[src/rtl/sram_port_arbiter.sv]
// sram_port_arbiter
//   Shares one synchronous single-port SRAM (1-cycle read latency) between the
//   instruction fetch requester and the load/store requester. One grant per
//   cycle. Read data (or store completion) is returned to the granted side one
//   cycle later, tracked by a small response-owner register.
//
//   Configuration macro: ARB_RR_EN
//     undefined : data side has fixed priority; a starvation counter forces
//                 the inst side through after STARVE_MAX denied cycles.
//     defined   : round-robin on conflict using a 1-bit last-winner flag;
//                 the starvation counter is compiled out.
module sram_port_arbiter #(
  parameter int ADDR_W     = 32,
  parameter int DATA_W     = 32,
  parameter int STARVE_MAX = 4
) (
  input  logic                clk,
  input  logic                resetn,
  // instruction side (read only)
  input  logic                i_req,
  input  logic [ADDR_W-1:0]   i_addr,
  output logic                i_addr_ok,
  output logic                i_data_ok,
  output logic [DATA_W-1:0]   i_rdata,
  // data side
  input  logic                d_req,
  input  logic                d_wr,
  input  logic [DATA_W/8-1:0] d_wstrb,
  input  logic [ADDR_W-1:0]   d_addr,
  input  logic [DATA_W-1:0]   d_wdata,
  output logic                d_addr_ok,
  output logic                d_data_ok,
  output logic [DATA_W-1:0]   d_rdata,
  // SRAM port
  output logic                sram_en,
  output logic [DATA_W/8-1:0] sram_we,
  output logic [ADDR_W-1:0]   sram_addr,
  output logic [DATA_W-1:0]   sram_wdata,
  input  logic [DATA_W-1:0]   sram_rdata
);

  localparam int STRB_W = DATA_W / 8;

  // Who the response arriving next cycle belongs to.
  typedef enum logic {
    OWN_INST = 1'b0,
    OWN_DATA = 1'b1
  } owner_e;

  logic   grant_i_s;
  logic   grant_d_s;
  logic   resp_vld_r;
  owner_e resp_id_r;

`ifdef ARB_RR_EN
  // 0 = inst won last, 1 = data won last
  logic rr_last_r;
`else
  localparam int CNT_W = $clog2(STARVE_MAX + 1);
  localparam logic [CNT_W-1:0] CNT_MAX = CNT_W'(STARVE_MAX);
  localparam logic [CNT_W-1:0] CNT_ONE = CNT_W'(1);
  logic [CNT_W-1:0] starve_cnt_r;
`endif

  // Pick at most one winner this cycle; nothing is granted while in reset.
  always_comb begin
    grant_i_s = 1'b0;
    grant_d_s = 1'b0;
    if (!resetn) begin
      grant_i_s = 1'b0;
      grant_d_s = 1'b0;
    end else if (i_req && d_req) begin
`ifdef ARB_RR_EN
      // On conflict the side that did not win last time goes first.
      if (rr_last_r) begin
        grant_i_s = 1'b1;
      end else begin
        grant_d_s = 1'b1;
      end
`else
      // Data has priority unless inst has been starved long enough.
      if (starve_cnt_r == CNT_MAX) begin
        grant_i_s = 1'b1;
      end else begin
        grant_d_s = 1'b1;
      end
`endif
    end else if (i_req) begin
      grant_i_s = 1'b1;
    end else if (d_req) begin
      grant_d_s = 1'b1;
    end else begin
      grant_i_s = 1'b0;
      grant_d_s = 1'b0;
    end
  end

  // Drive the SRAM request from the winner; idle port when nothing is granted.
  always_comb begin
    sram_en    = grant_i_s | grant_d_s;
    sram_we    = {STRB_W{1'b0}};
    sram_addr  = {ADDR_W{1'b0}};
    sram_wdata = {DATA_W{1'b0}};
    if (grant_d_s) begin
      sram_addr  = d_addr;
      sram_wdata = d_wdata;
      if (d_wr) begin
        sram_we = d_wstrb;
      end else begin
        sram_we = {STRB_W{1'b0}};
      end
    end else if (grant_i_s) begin
      sram_addr = i_addr;
    end else begin
      sram_addr = {ADDR_W{1'b0}};
    end
  end

  assign i_addr_ok = grant_i_s;
  assign d_addr_ok = grant_d_s;

  // Route the one-cycle-late SRAM response to the side that owns it.
  always_comb begin
    i_data_ok = 1'b0;
    d_data_ok = 1'b0;
    i_rdata   = {DATA_W{1'b0}};
    d_rdata   = {DATA_W{1'b0}};
    if (resp_vld_r) begin
      case (resp_id_r)
        OWN_INST: begin
          i_data_ok = 1'b1;
          i_rdata   = sram_rdata;
        end
        OWN_DATA: begin
          d_data_ok = 1'b1;
          d_rdata   = sram_rdata;
        end
        default: begin
          i_data_ok = 1'b0;
          d_data_ok = 1'b0;
        end
      endcase
    end else begin
      i_data_ok = 1'b0;
      d_data_ok = 1'b0;
    end
  end

  // Remember which side was granted so its data_ok fires next cycle.
  always_ff @(posedge clk or negedge resetn) begin
    if (!resetn) begin
      resp_vld_r <= 1'b0;
      resp_id_r  <= OWN_INST;
    end else begin
      resp_vld_r <= grant_i_s | grant_d_s;
      resp_id_r  <= grant_d_s ? OWN_DATA : OWN_INST;
    end
  end

`ifdef ARB_RR_EN
  // Track the last winner for round-robin; hold when idle.
  always_ff @(posedge clk or negedge resetn) begin
    if (!resetn) begin
      rr_last_r <= 1'b0;
    end else if (grant_i_s) begin
      rr_last_r <= 1'b0;
    end else if (grant_d_s) begin
      rr_last_r <= 1'b1;
    end else begin
      rr_last_r <= rr_last_r;
    end
  end
`else
  // Count consecutive cycles inst is waiting; saturate, clear on grant or no request.
  always_ff @(posedge clk or negedge resetn) begin
    if (!resetn) begin
      starve_cnt_r <= {CNT_W{1'b0}};
    end else if (i_req && !grant_i_s) begin
      if (starve_cnt_r == CNT_MAX) begin
        starve_cnt_r <= starve_cnt_r;
      end else begin
        starve_cnt_r <= starve_cnt_r + CNT_ONE;
      end
    end else begin
      starve_cnt_r <= {CNT_W{1'b0}};
    end
  end
`endif

endmodule

[config.mk]
export PLATFORM = sky130hd
export DESIGN_NAME = sram_port_arbiter
export DESIGN_NICKNAME = d
export VERILOG_FILES = /design/src/rtl/sram_port_arbiter.sv
export SDC_FILE = /design/constraint.sdc
export NUM_CORES = 1
export LEC_CHECK = 0
export ABC_AREA = 0
export ABC_CLOCK_PERIOD_IN_PS = 1600
export CAP_MARGIN = 40
export CORE_AREA = 2 2 106 108
export CTS_CLUSTER_SIZE = 24
export DETAILED_ROUTE_END_ITERATION = 10
export DIE_AREA = 0 0 108 110
export DONT_BUFFER_PORTS = 1
export SYNTH_ARGS = -nofsm -noshare
export SYNTH_HDL_FRONTEND = slang
export SYNTH_SLANG_ARGS = --single-unit
[constraint.sdc]
create_clock -name clk -period 1.6 [get_ports clk]
set_input_delay 0.16 -clock clk [delete_from_list [all_inputs] [get_ports clk]]
set_output_delay 0.16 -clock clk [all_outputs]
set_load 0.02 [all_outputs]
== After elaboration in Yosys (flattened, before gate mapping) ==
Cells that the tools add are included.
Widths: inputs -> output; s select.
Storage, ports and cells
  flip-flop bits (word level): 5
  latch bits: 0
  RAM bits: 0
  bits in read-only memories: 0
  input bits: 137
  output and inout bits: 137
  word-level logic and storage cells: 35
  memories kept: 0
Operators by class
  $add $sub $neg: 1
  multiply operators: 0
  div/mod/pow operators: 0
  order comparisons: 0
  equal/unequal tests: 2
  shift operators: 0
  mux-type cells: 25
  bitwise gates (word level): 1
  reductions and logical operators: 3
Operators by type and width (number)
  $mux 32: 7
  $mux 1: 14
  $mux 4: 2
  $mux 3: 2
  $add 3x1->3 const B: 1
  $eq 3x3->1 const B: 1
  $logic_and 1x1->1: 2
  $ne 2x2->1 const B: 1
  $logic_not 1->1: 1
  $or 1x1->1: 1

== Depth between registers and ports, before layout ==
  depth in word-level cells: 7
  depth in mapped cells: 6
  gate-level depth less buffers: 5

== Least setup slack after synthesis ==
No wires, ideal clock.
  kind: register to output
  from: register starve_cnt_r[0]
  to: output port sram_addr[10]
  arrival: 1.504 ns
  required time: 1.440 ns
  slack: -0.064 ns
  cell stages (with the launch flop): 7
  path through: dfrtp_1 > inv_1 > ha_1 > nand2_1 > a21oi_4 > buf_4 > a22o_1
Between the ends
  longest elaborated chain between the ends: 6
RTL lines
  start: declaration: RTL line 62  | logic [CNT_W-1:0] starve_cnt_r;
  start signal: assignment: RTL line 177  | starve_cnt_r <= {CNT_W{1'b0}};
  start signal: assignment: RTL line 180  | starve_cnt_r <= starve_cnt_r;
  start signal: assignment: RTL line 182  | starve_cnt_r <= starve_cnt_r + CNT_ONE;
  $eq 3x3->1 (*): RTL line 82  | if (starve_cnt_r == CNT_MAX) begin
  $mux 1: RTL line 82
  $mux 1: RTL line 72  | end else if (i_req && d_req) begin
  $mux 1: RTL line 69  | if (!resetn) begin
  $mux 32: RTL line 112  | end else if (grant_i_s) begin
  $mux 32 (*): RTL line 104  | if (grant_d_s) begin
  end: declaration: RTL line 37  | output logic [ADDR_W-1:0] sram_addr,
Every way passes the cells marked *; elsewhere a longest branch is shown, timed or not.

== Worst setup path after layout ==
  from: register starve_cnt_r[0]
  to: output port sram_addr[2]
Same word-level chain as after synthesis.

==> metrics.md <==
| Metric | Value |
|---|---|
| Status | `finished with violations` |
| Failing checks | `setup timing` |
| Gpl congestion | `0.837` |
| Critical path class | `flip-flop to output port` |
| Final ANT Viol Nets | `0` |
| RSZ-0062 raised after global routing | `true` |
| Fin crit period | `between 1500 and 2000 ps` |
| Antenna fix cells | `0` |
| Die area | `11900 sq um` |
| Iter 0 DRT Violations | `28` |
| Initial antenna violation count | `0` |
| I/O pin cnt | `~270` |
| Vias in the first global route | `around 1600` |
| Final Power | `roughly 1.1 mW` |
| Post-synthesis sequential area ratio | `9.53%` |
| PortBufs | `0` |
| Clock sinks | `5` |
| CP Capture Type | `output port` |
| Register area | `125 sq um` |
| Area Growth Syn to Fin | `78.0%` |
| Die width | `108 um` |
| FP Rows | `38` |
| Worst-path clk slew | `40 ps` |
| Leakage | `1.12 nW` |
| Die height | `approximately 110 um` |
| Final WS setup | `-239 ps` |
| Initial Utilization | `12.3%` |
| CTS tree | `done` |
| CP Max Fanout | `10` |
| VDD IR max | `0.261 mV` |
| Arrival time at the worst endpoint | `1680 ps` |
| Critical Path RT | `between 1000 and 1500 ps` |
| Drt drc | `0` |
| Startpoint types | `flip-flop` |
| Clk root buf | `clkbuf_8` |
| Clk_skew | `between 4 and 5 ps` |
| Rel. slew slack | `62.0%` |
| Cell Pwr Density | `465 nW/um^2` |
| First-pass GRT wire length | `9.95 mm` |
| Yosys reg bits | `5` |
| Routed len/inst | `between 20 and 25 um` |
| Post-synth EDFFs | `0` |
| Synthesized instance count | `182` |
| Vias | `between 1500 and 2000` |
| Final wirelength | `7.91 mm` |
| TritonRoute pass-1 iters | `3` |
| Final setup viols | `between 60 and 70` |
| Ys async rst share | `100%` |
| Fin area | `2340 sq um` |
| Max Cap Violations | `0` |
| Warnings, synthesis | `0` |
| Count of different cell masters after synthesis | `23` |
| Max H-tree Level | `1` |
| HP Class | `primary input to flip-flop` |
| Total gr overflow | `0` |
| DPL Wire Length | `5.87 mm` |
| Primary FF master, synth | `dfrtp_1` |
| Post-Syn Nets | `321` |
| Core ar. | `10700 sq um` |
| Largest net degree at the start of global routing | `34` |
| Post-DP Area | `1670 sq um` |
| Slew at the pin closest to its max-slew limit | `568 ps` |
| CTS Buffer Depth | `2` |
| Multi-input gate area | `around 1400 sq um` |
| Hold path depth | `1` |
| Max frequency | `544 MHz` |
| Tot GR Track Use | `11.3%` |
| Filler Cell Count | `about 1200` |
| Final nets | `349` |
| Routed vias/inst | `4.64` |
| Layout cell share with drive strength beyond 1 | `approximately 54%` |
| Synthesized area | `around 1300 sq um` |
| Endpoints failing hold | `0` |
| Reg2reg path depth | `6` |
| Final worst-path cycle share | `115%` |
| Avg Cell Area, Syn | `approximately 7.2 sq um` |
| TritonCTS Buffers | `3` |
| Clock latency on the worst-skew pair | `220 ps` |
| Slew Limit Fails | `0` |
[synthesized netlist by cell type, types with 2 or more instances]
cell / number / area [sq um]
nand2_1: 6 / 22.5
nor2_1: 2 / 7.51
clkbuf_1: 10 / 37.5
ha_1: 2 / 25.0
a22o_1: 32 / 280
buf_2: 3 / 15.0
a21oi_1: 2 / 10.0
and2_1: 65 / 407
nor2b_1: 2 / 12.5
buf_6: 3 / 33.8
dfrtp_1: 5 / 125
buf_4: 2 / 15.0
and3_1: 36 / 225
inv_1: 3 / 11.3
[power by group]
part | internal [mW] | switching [mW]
combinational | 0.311 | 0.402
clock | 0.171 | 0.0620
sequential | 0.135 | 0.00693
[logic make-up after synthesis]
group,Yosys count,share of synthesized area [%]
compound gates,39,26.8
fa+ha+maj,2,1.91
buf+inv,22,8.96
flops,5,9.53
simple gates,114,52.8
[metal layers]
layer | share of wire, % | vias up | track usage, %
li1 | - | 701 | -
met1 | 34 | 749 | 11.5
met2 | 53 | 162 | 22.2
met3 | 11 | 6 | 4.00
met4 | 1.5 | 0 | 2.47
met5 | 0 | - | 0
[what timing repair did]
action,in CTS,in global routing
hold buffers,1,0
setup endpoints to repair,70,69
pin swaps,42,15
endpoints found under the hold margin,5,0
gates cloned,8,3
buffers inserted,6,4
gates resized for setup,112,14
[state kept, by name (all words and copies together) (netlist names)]
signal	flops
resp_id_r	1
resp_vld_r	1
starve_cnt_r	3
[critical path, stage by stage (launching register included)]
cell	delay [ps]
dfrtp_1	390
inv_2	90
ha_4	180
a31oi_4	110
buf_12	170
buf_12	140
a22o_1	230
buf_6	140
[worst paths after layout]
check / startpoint / to / slack [ps]
min: i_req / starve_cnt_r[0] / 60
max: starve_cnt_r[0] / sram_addr[2] / -240
min in group asynchronous: resetn / starve_cnt_r[0] / 250
max reg2reg: starve_cnt_r[0] / starve_cnt_r[1] / 220
max in group asynchronous: resetn / resp_vld_r / 1120
min reg2reg: starve_cnt_r[1] / starve_cnt_r[1] / 700
[cell type report]
cell class / count / share of cell area [%]
multi-input cells: 155 / 58.5
clock buffers: 4 / 1.93
flip-flops and latches: 5 / 5.36
inverters: 3 / 0.482
repair buffers: 42 / 26.2
well taps: 140 / 7.50
[per-stage QoR]
step / worst slack (ps) / hold slack, ps / setup TNS, ps / std cells / util, %
final: -239 / 61.0 / -10200 / 349 / 21.8
after global routing: -311 / 59.2 / -14690 / 349 / 21.8
after CTS: -213 / 55.7 / -9000 / 344 / 20.9
after detailed placement: -170 / -135 / -5130 / 325 / 15.6
after global placement: -58.7 / -135 / -1210 / 325 / 15.6
after floorplan: -64.4 / -136 / -1190 / 182 / -
[cell usage in the layout, fill, tap and decap left out, types with 2 or more instances in the layout]
cell       netlist  routed
and2_1          65      33
and2_4           0      32
and3_1          36      32
a22o_4           0      19
buf_4            2      13
buf_6            3      13
a22o_2           0       7
buf_16           0       7
a22o_1          32       6
nand2_1          6       5
dfrtp_1          5       5
and3_4           0       4
clkbuf_8         0       3
clkbuf_16        0       3
buf_12           0       3
inv_2            0       2
nor2_1           2       2
a21oi_1          2       2
buf_8            0       2
Power figures use the tool's default switching activity.
